## src/rtl/pong_disp_pkg.sv

```systemverilog
// rtl/pong_disp_pkg.sv - shared types and anode constants for the pong display controller
package pong_disp_pkg;

  // Which source currently owns the display
  typedef enum logic {
    SRC_SCORE = 1'b0,
    SRC_MSG   = 1'b1
  } src_t;

  // Slot phase: digit driven, or all anodes off between digits
  typedef enum logic {
    PH_SHOW  = 1'b0,
    PH_BLANK = 1'b1
  } phase_t;

  localparam logic [3:0] ANODE_OFF = 4'b1111;

  // Active-low one-hot anode pattern for digit idx (3 -> 0111, 0 -> 1110)
  function automatic logic [3:0] anode_pattern(input logic [1:0] idx);
    return ~(4'b0001 << idx);
  endfunction

endpackage

```

## src/rtl/disp_slot_timer.sv

```systemverilog
// rtl/disp_slot_timer.sv - SHOW/BLANK phase, digit index and frame-boundary strobe
module disp_slot_timer
  import pong_disp_pkg::*;
#(
  parameter int DWELL = 50000,
  parameter int BLANK = 500
) (
  input  logic       clk,
  input  logic       rst_n,
  output phase_t     phase,
  output logic [1:0] idx,
  output logic       slot_start,
  output logic       frame_tick
);

  localparam int CMAX = (DWELL > BLANK) ? DWELL : BLANK;
  localparam int CW   = $clog2(CMAX + 1);
  localparam logic [CW-1:0] SHOW_LAST  = CW'(DWELL - 1);
  localparam logic [CW-1:0] BLANK_LAST = CW'((BLANK > 0) ? BLANK - 1 : 0);

  logic [CW-1:0] cnt;
  logic          show_last;
  logic          slot_end;

  // Decode end of phase/slot; with no blanking the slot ends with its SHOW phase
  always_comb begin
    show_last  = (phase == PH_SHOW) && (cnt == SHOW_LAST);
    slot_end   = 1'b0;
    if (BLANK == 0) begin
      slot_end = show_last;
    end else begin
      slot_end = (phase == PH_BLANK) && (cnt == BLANK_LAST);
    end
    slot_start = (phase == PH_SHOW) && (cnt == '0);
    frame_tick = slot_end && (idx == 2'd0);
  end

  // Phase counter and digit walk 3,2,1,0,3,...
  always_ff @(posedge clk or negedge rst_n) begin
    if (!rst_n) begin
      cnt   <= '0;
      phase <= PH_SHOW;
      idx   <= 2'd3;
    end else if (slot_end) begin
      cnt   <= '0;
      phase <= PH_SHOW;
      idx   <= idx - 2'd1;
    end else if (show_last) begin
      cnt   <= '0;
      phase <= PH_BLANK;
    end else begin
      cnt   <= cnt + CW'(1);
    end
  end

endmodule

```

## src/rtl/pong_display_ctrl.sv

```systemverilog
// rtl/pong_display_ctrl.sv - four-digit scan with score/message arbitration and blink
module pong_display_ctrl
  import pong_disp_pkg::*;
#(
  parameter int DWELL      = 50000,
  parameter int BLANK      = 500,
  parameter int MSG_FRAMES = 500,
  parameter int BLINK_BIT  = 6
) (
  input  logic        clk,
  input  logic        rst_n,
  input  logic [15:0] score_digits,
  input  logic        msg_req,
  input  logic [15:0] msg_digits,
  input  logic [3:0]  blink_mask,
  input  logic        blink_en,
  output logic [3:0]  dmux,
  output logic [3:0]  anode,
  output logic        msg_ack,
  output logic        busy
);

  localparam int MW = $clog2(MSG_FRAMES + 1);
  localparam logic [MW-1:0] MF_LAST = MW'(MSG_FRAMES - 1);

  phase_t        phase;
  logic [1:0]    idx;
  logic          slot_start;
  logic          frame_tick;

  src_t          src, src_nxt;
  logic          accept, done;
  logic          eligible;
  logic [15:0]   framecnt;
  logic [15:0]   msg_reg;
  logic [MW-1:0] msg_cnt;
  logic [15:0]   src_data;
  logic [3:0]    nibble;
  logic          blink_off;

  disp_slot_timer #(
    .DWELL(DWELL),
    .BLANK(BLANK)
  ) u_timer (
    .clk       (clk),
    .rst_n     (rst_n),
    .phase     (phase),
    .idx       (idx),
    .slot_start(slot_start),
    .frame_tick(frame_tick)
  );

  // Source FSM next state: switches only at frame boundaries
  always_comb begin
    src_nxt = src;
    accept  = 1'b0;
    done    = 1'b0;
    case (src)
      SRC_SCORE: begin
        if (frame_tick && msg_req && eligible) begin
          accept  = 1'b1;
          src_nxt = SRC_MSG;
        end
      end
      SRC_MSG: begin
        if (frame_tick && (msg_cnt == MF_LAST)) begin
          done    = 1'b1;
          src_nxt = SRC_SCORE;
        end
      end
      default: src_nxt = SRC_SCORE;
    endcase
  end

  // Source state, message latch, frame counters and the fairness flag
  always_ff @(posedge clk or negedge rst_n) begin
    if (!rst_n) begin
      src      <= SRC_SCORE;
      eligible <= 1'b1;
      framecnt <= '0;
      msg_reg  <= '0;
      msg_cnt  <= '0;
      msg_ack  <= 1'b0;
      busy     <= 1'b0;
    end else begin
      src     <= src_nxt;
      msg_ack <= accept;
      busy    <= (src_nxt == SRC_MSG);
      if (frame_tick) framecnt <= framecnt + 16'd1;
      if (accept) begin
        msg_reg <= msg_digits;
        msg_cnt <= '0;
      end else if ((src == SRC_MSG) && frame_tick && !done) begin
        msg_cnt <= msg_cnt + MW'(1);
      end
      // A score frame starting after a message re-arms the requester; it is
      // complete by the next boundary, which is where eligibility is used.
      if (done) begin
        eligible <= 1'b0;
      end else if ((src == SRC_SCORE) && slot_start && (idx == 2'd3)) begin
        eligible <= 1'b1;
      end
    end
  end

  // Select the active source nibble and decide whether this digit is blinked off
  always_comb begin
    src_data  = (src == SRC_MSG) ? msg_reg : score_digits;
    nibble    = src_data[{idx, 2'b00} +: 4];
    blink_off = blink_en && blink_mask[idx] && framecnt[BLINK_BIT];
  end

  // Output registers: digit code snapshotted at slot start, anodes follow phase
  always_ff @(posedge clk or negedge rst_n) begin
    if (!rst_n) begin
      dmux  <= 4'h0;
      anode <= ANODE_OFF;
    end else if (phase == PH_SHOW) begin
      anode <= blink_off ? ANODE_OFF : anode_pattern(idx);
      if (slot_start) dmux <= nibble;
    end else begin
      anode <= ANODE_OFF;
    end
  end

endmodule

```

## config.mk

```make
export PLATFORM = sky130hd
export DESIGN_NAME = pong_display_ctrl
export DESIGN_NICKNAME = d
export VERILOG_FILES = /design/src/rtl/pong_disp_pkg.sv /design/src/rtl/disp_slot_timer.sv /design/src/rtl/pong_display_ctrl.sv
export SDC_FILE = /design/constraint.sdc
export NUM_CORES = 1
export LEC_CHECK = 0
export ABC_AREA = 1
export CORE_ASPECT_RATIO = 1.5
export CORE_UTILIZATION = 40
export CTS_CLUSTER_SIZE = 40
export DETAILED_ROUTE_END_ITERATION = 10
export HOLD_SLACK_MARGIN = 0.08
export MAX_ROUTING_LAYER = met4
export PLACE_DENSITY = 0.59
export RECOVER_POWER = 100
export SYNTH_ARGS = -nofsm -noshare
export SYNTH_HDL_FRONTEND = slang
export SYNTH_SLANG_ARGS = --single-unit
```

## constraint.sdc

```tcl
create_clock -name clk -period 1.8 [get_ports clk]
set_input_delay 0.27 -clock clk [delete_from_list [all_inputs] [get_ports clk]]
set_output_delay 0.27 -clock clk [all_outputs]
set_load 0.02 [all_outputs]
```

==> results of run 1 <==
metal layers:
metal,GRT usage [%],share of wire (%),vias to the layer above
li1,-,-,1518
met4,12.6,3.3,0
met1,23.2,42,1417
met5,-,0,-
met2,38.8,52,56
met3,4.54,3.2,21
where the power goes:
group	internal (mW)	switching [mW]
clock	1.01	0.588
sequential	1.40	0
combinational	0.0757	0.0441
total	2.48	0.632
layout make-up:
class                   instances  share of cell area (%)
repair buffers                 75                    15.4
multi-input cells             292                    35.8
clock buffers                  15                    5.94
well taps                     105                    2.92
clock inverters                 1                   0.111
flip-flops and latches         62                    34.7
inverters                      61                    5.08
kinds of logic after synthesis:
family / synth area share [%]
compound gates: 8.56
xor+xnor: 4.41
fa+ha+maj: 2.96
buf+inv: 8.26
flops: 46.2
simple gates: 29.6
synth_stat cells, types with 3 or more instances:
master	number
nor2_2	7
o211ai_1	9
nor2_1	39
ha_1	8
nor3_1	7
a21oi_1	11
nor2_4	3
inv_1	59
nand3_1	47
nand4_1	6
xor2_1	12
nand2_1	94
clkbuf_1	5
xnor2_1	5
dfstp_2	7
dfrtp_1	55
o21ai_0	29
buf_2	4
per-stage QoR:
| stage | power, mW | utilization, % | setup WS (ps) | instances | hold WS [ps] |
|---|---|---|---|---|---|
| after global routing | 3.22 | 55.6 | 1.13 | 611 | 506 |
| after floorplan | 1.42 | - | 190 | 425 | -25.6 |
| final | 3.11 | 55.6 | 77.4 | 611 | 467 |
| after CTS | 3.15 | 54.1 | 5.59 | 604 | 474 |
| after global placement | 1.55 | 50.6 | 95.2 | 587 | 308 |
| after detailed placement | 1.54 | 50.6 | 16.6 | 587 | 314 |
final timing paths:
check | cells after the start | slack, ps | to | start
worst max-delay path | 1 | 80 | anode[2] | anode[2]
worst min-delay path | 1 | 470 | framecnt[5] | framecnt[5]
worst max register to register | 8 | 110 | msg_cnt[3] | u_timer.cnt[15]
worst min register to register | 1 | 470 | framecnt[5] | framecnt[5]
max in group asynchronous | 3 | 500 | u_timer.cnt[15] | rst_n
min in group asynchronous | 3 | 710 | msg_reg[14] | rst_n
timing repair:
action / 4_1_cts / 5_1_grt
resized for setup: 0 / 24
hold buffers: 1 / 0
endpoints found under the hold margin: 55 / 0
buffers inserted: 0 / 7
endpoints found under the setup margin: 0 / 13
==> impl_metrics.ini, run 1 <==
[floorplan]
core_area_sq_um = 8110
start_util_pct = 41.7
ioPinCount = 50
rows = 40
dieArea_sq_um = 8820
fp.dieW_um = 77.0
die_h_um = 115

[synthesis]
syn_nets = 473
netlist_area_sq_um = 3380
ys_warn_count = 0
synthTopCellsByArea = dfrtp_1, nand2_1, nand3_1
synthCells = 425
synthArstFlopShare_pct = 100
yosys_register_bits = 62
ys_seq_area_share_pct = 46.2
syn_avg_cell_area_sq_um = 7.95
yosysTopAreaCell = dfrtp_1
synth_top_area_share_pct = 40.8
synth_edf_count = 0
synth_flop_cell = dfrtp_1
ys_types = 31

[route]
num_vias = 3012
wl_mm = 8.62
drt_iter0_drc = 181
first_pass_iters = 5
drt-wirelength-per-cell_um = 14.1
antenna_left = 0
routed_via_density = 4.93
drcViolationCount = 0

[pwr]
leakage_nw = 2.12
peakVddDrop_uv = 534
power_density_nw_per_um2 = 690

[sta]
hold_viol = 0
finalCritPeriodShare_pct = 95.7
fin_worst_skew_ps = 10.7
rsz0062_at_grt = false
max_freq_mhz = 581
setup_viol = 0
worstMarginPinSlew_ps = 849
fin_setup_tns_ps = 0
period_needed_ps = 1720
slew_headroom_pct = 43.4
maxSlewViolCount = 0

[finish]
final_common_cell = nand2_1
nets = 549
drive_gt1_share_pct = 16.2
fillers = 798
diodes = 0
multi_input_area_sq_um = 1620
final_area_sq_um = 4510
seq_area_sq_um = 1560
final_cell_mix = nand2_1, inv_1, dfrtp_1
areaGrowthSynthToFinish_pct = 33.5

[setup_path]
path_cells = clkdlybuf4s50_1
cp_slowest_cell = clkdlybuf4s50_1
crit_path_end_kind = output pin
crit_arrival_ps = 1450
crit_family = buffers and inverters
cp.buffers_inverters = 1
crit_type = register to output pin
required_ps = 1530
slowest_delay_ps = 600
crit_path_start_kind = register
crit_fanout = 1

[place]
dp_hpwl_mm = 6.20
place.gp.congestion = 0.913
port_buffers = 49
placed_cell_area_sq_um = 4100

[global_route]
grt_first_pass_wirelength_mm = 14.3
grt_start_max_net_pins = 63
antenna_found_initial = 0
grt_overflow_total = 0
first_global_vias = 3057
grt_usage_pct = 22.2

[clocking]
cts_buffer_depth = 2
cts_tree = done
htree_num_levels = 3
cts_inserted_buffers = 9
clkLatencyLatePin_ps = 340
path_clk_slew_ps = 50
numClockSinks = 62
cts_root_buf = clkbuf_16

[worst_hold_path]
hold_class = register to register

[outcome]
outcome = finished, final reports clean

[run]
cap_violations = 0
No activity file was read; power rests on OpenSTA's default activity.
==> inputs of run 2 (changes only) <==
- SKIP_CTS_REPAIR_TIMING: default -> 1
==> impl_metrics.ini, run 2 (synthesized netlist as in run 1, its figures left out) <==
[global_route]
first_global_vias = 3057
grt_first_pass_wirelength_mm = 14.3
grt_start_max_net_pins = 63
grt_usage_pct = 22.2
grt_overflow_total = 0
antenna_found_initial = 0

[setup_path]
crit_path_start_kind = register
r2r_slack_ps = 110
cp.buffers_inverters = 1
crit_type = register to output pin
crit_start = anode[2]
required_ps = 1530
crit_arrival_ps = 1450
worstReg2RegEnd = msg_cnt[3]
slowest_delay_ps = 600
path_cells = clkdlybuf4s50_1
reg2reg_from = u_timer.cnt[15]
crit_family = buffers and inverters
reg2regPathDepth = 8
crit_fanout = 1
crit_path_end_kind = output pin
cp_slowest_cell = clkdlybuf4s50_1

[worst_hold_path]
hp-start = framecnt[5]
holdPathStages = 1
hold_class = register to register
min_to = framecnt[5]

[finish]
utilization_pct = 55.6
diodes = 0
areaGrowthSynthToFinish_pct = 33.5
drive_gt1_share_pct = 16.2
final_common_cell = nand2_1
final_area_sq_um = 4510
nets = 549
instances_no_fill = 611
final_cell_mix = nand2_1, inv_1, dfrtp_1

[floorplan]
rows = 40
start_util_pct = 41.7
dieArea_sq_um = 8820
die_h_um = 115
fp.dieW_um = 77.0
ioPinCount = 50
core_area_sq_um = 8110

[run]
cap_violations = 0

[route]
drcViolationCount = 0
drt_iter0_drc = 168
first_pass_iters = 4
drt-wirelength-per-cell_um = 14.1
antenna_left = 0
num_vias = 3004
wl_mm = 8.60
routed_via_density = 4.92

[sta]
setup_viol = 0
max_freq_mhz = 580
finalCritPeriodShare_pct = 95.7
maxSlewViolCount = 0
fin_worst_skew_ps = 10.7
hold_viol = 0
slew_headroom_pct = 43.0
worstMarginPinSlew_ps = 855
fin_setup_tns_ps = 0
rsz0062_at_grt = false
setup_ws_ps = 77.1
period_needed_ps = 1720

[pwr]
peakVddDrop_uv = 534
power_density_nw_per_um2 = 690
leakage_nw = 2.12

[clocking]
cts_root_buf = clkbuf_16
cts_inserted_buffers = 9
cts_buffer_depth = 2
htree_num_levels = 3
clkLatencyLatePin_ps = 340
cts_tree = done
numClockSinks = 62
path_clk_slew_ps = 50

[place]
placed_cell_area_sq_um = 4100
dp_hpwl_mm = 6.20
dp_cells = 587
port_buffers = 49
place.gp.congestion = 0.913
dp_slack_ps = 16.6

[outcome]
outcome = finished, final reports clean
## run 2: cell counts in the layout (fill, tap and decap cells not counted)
Identical to the previous run, type by type.
## run 2: layer usage
metal | track usage [%] | part of all wire (%) | vias up
met2 | 38.8 | 52 | 61
met5 | - | 0 | -
li1 | - | - | 1516
met3 | 4.62 | 3.2 | 23
met1 | 23.2 | 42 | 1404
met4 | 12.6 | 3.5 | 0
## run 2: cell type report
| class | instances | area [sq um] |
|---|---|---|
| multi-input cells | 292 | 1620 |
| clock inverters | 1 | 5.00 |
| flip-flops and latches | 62 | 1560 |
| inverters | 61 | 229 |
| repair buffers | 75 | 696 |
| fillers | 798 | 3600 |
| well taps | 105 | 131 |
| clock buffers | 15 | 268 |
## run 2: per-stage QoR
stage,hold WS (ps),power (mW)
2_1_floorplan,-25.6,1.42
5_1_grt,506,3.22
3_3_place_gp,308,1.55
6_report,467,3.11
3_5_place_dp,314,1.54
4_1_cts,-39.0,3.15
## run 2: worst register-to-register path: stages (launching register included)
cell	delay (ps)
dfrtp_2	430
nor2_2	150
nand2_2	100
nor2_4	130
nand3_2	110
nor2_4	170
nand3b_1	260
nand3_1	170
nand2_1	70
## run 2: power by group
group | internal (mW) | total, mW | switching (mW)
sequential | 1.40 | 1.40 | 0
clock | 1.01 | 1.59 | 0.588
combinational | 0.0757 | 0.120 | 0.0441
total | 2.48 | 3.11 | 0.632
## run 2: worst max-delay path by stage
stage	slack [ps]	end	cells after the start
CTS	6	msg_cnt[3]	8
detailed placement	20	msg_cnt[3]	8
global route	1	msg_cnt[7]	8
finish	80	anode[2]	1
floorplan	190	u_timer.cnt[14]	10
global placement	100	msg_cnt[0]	8
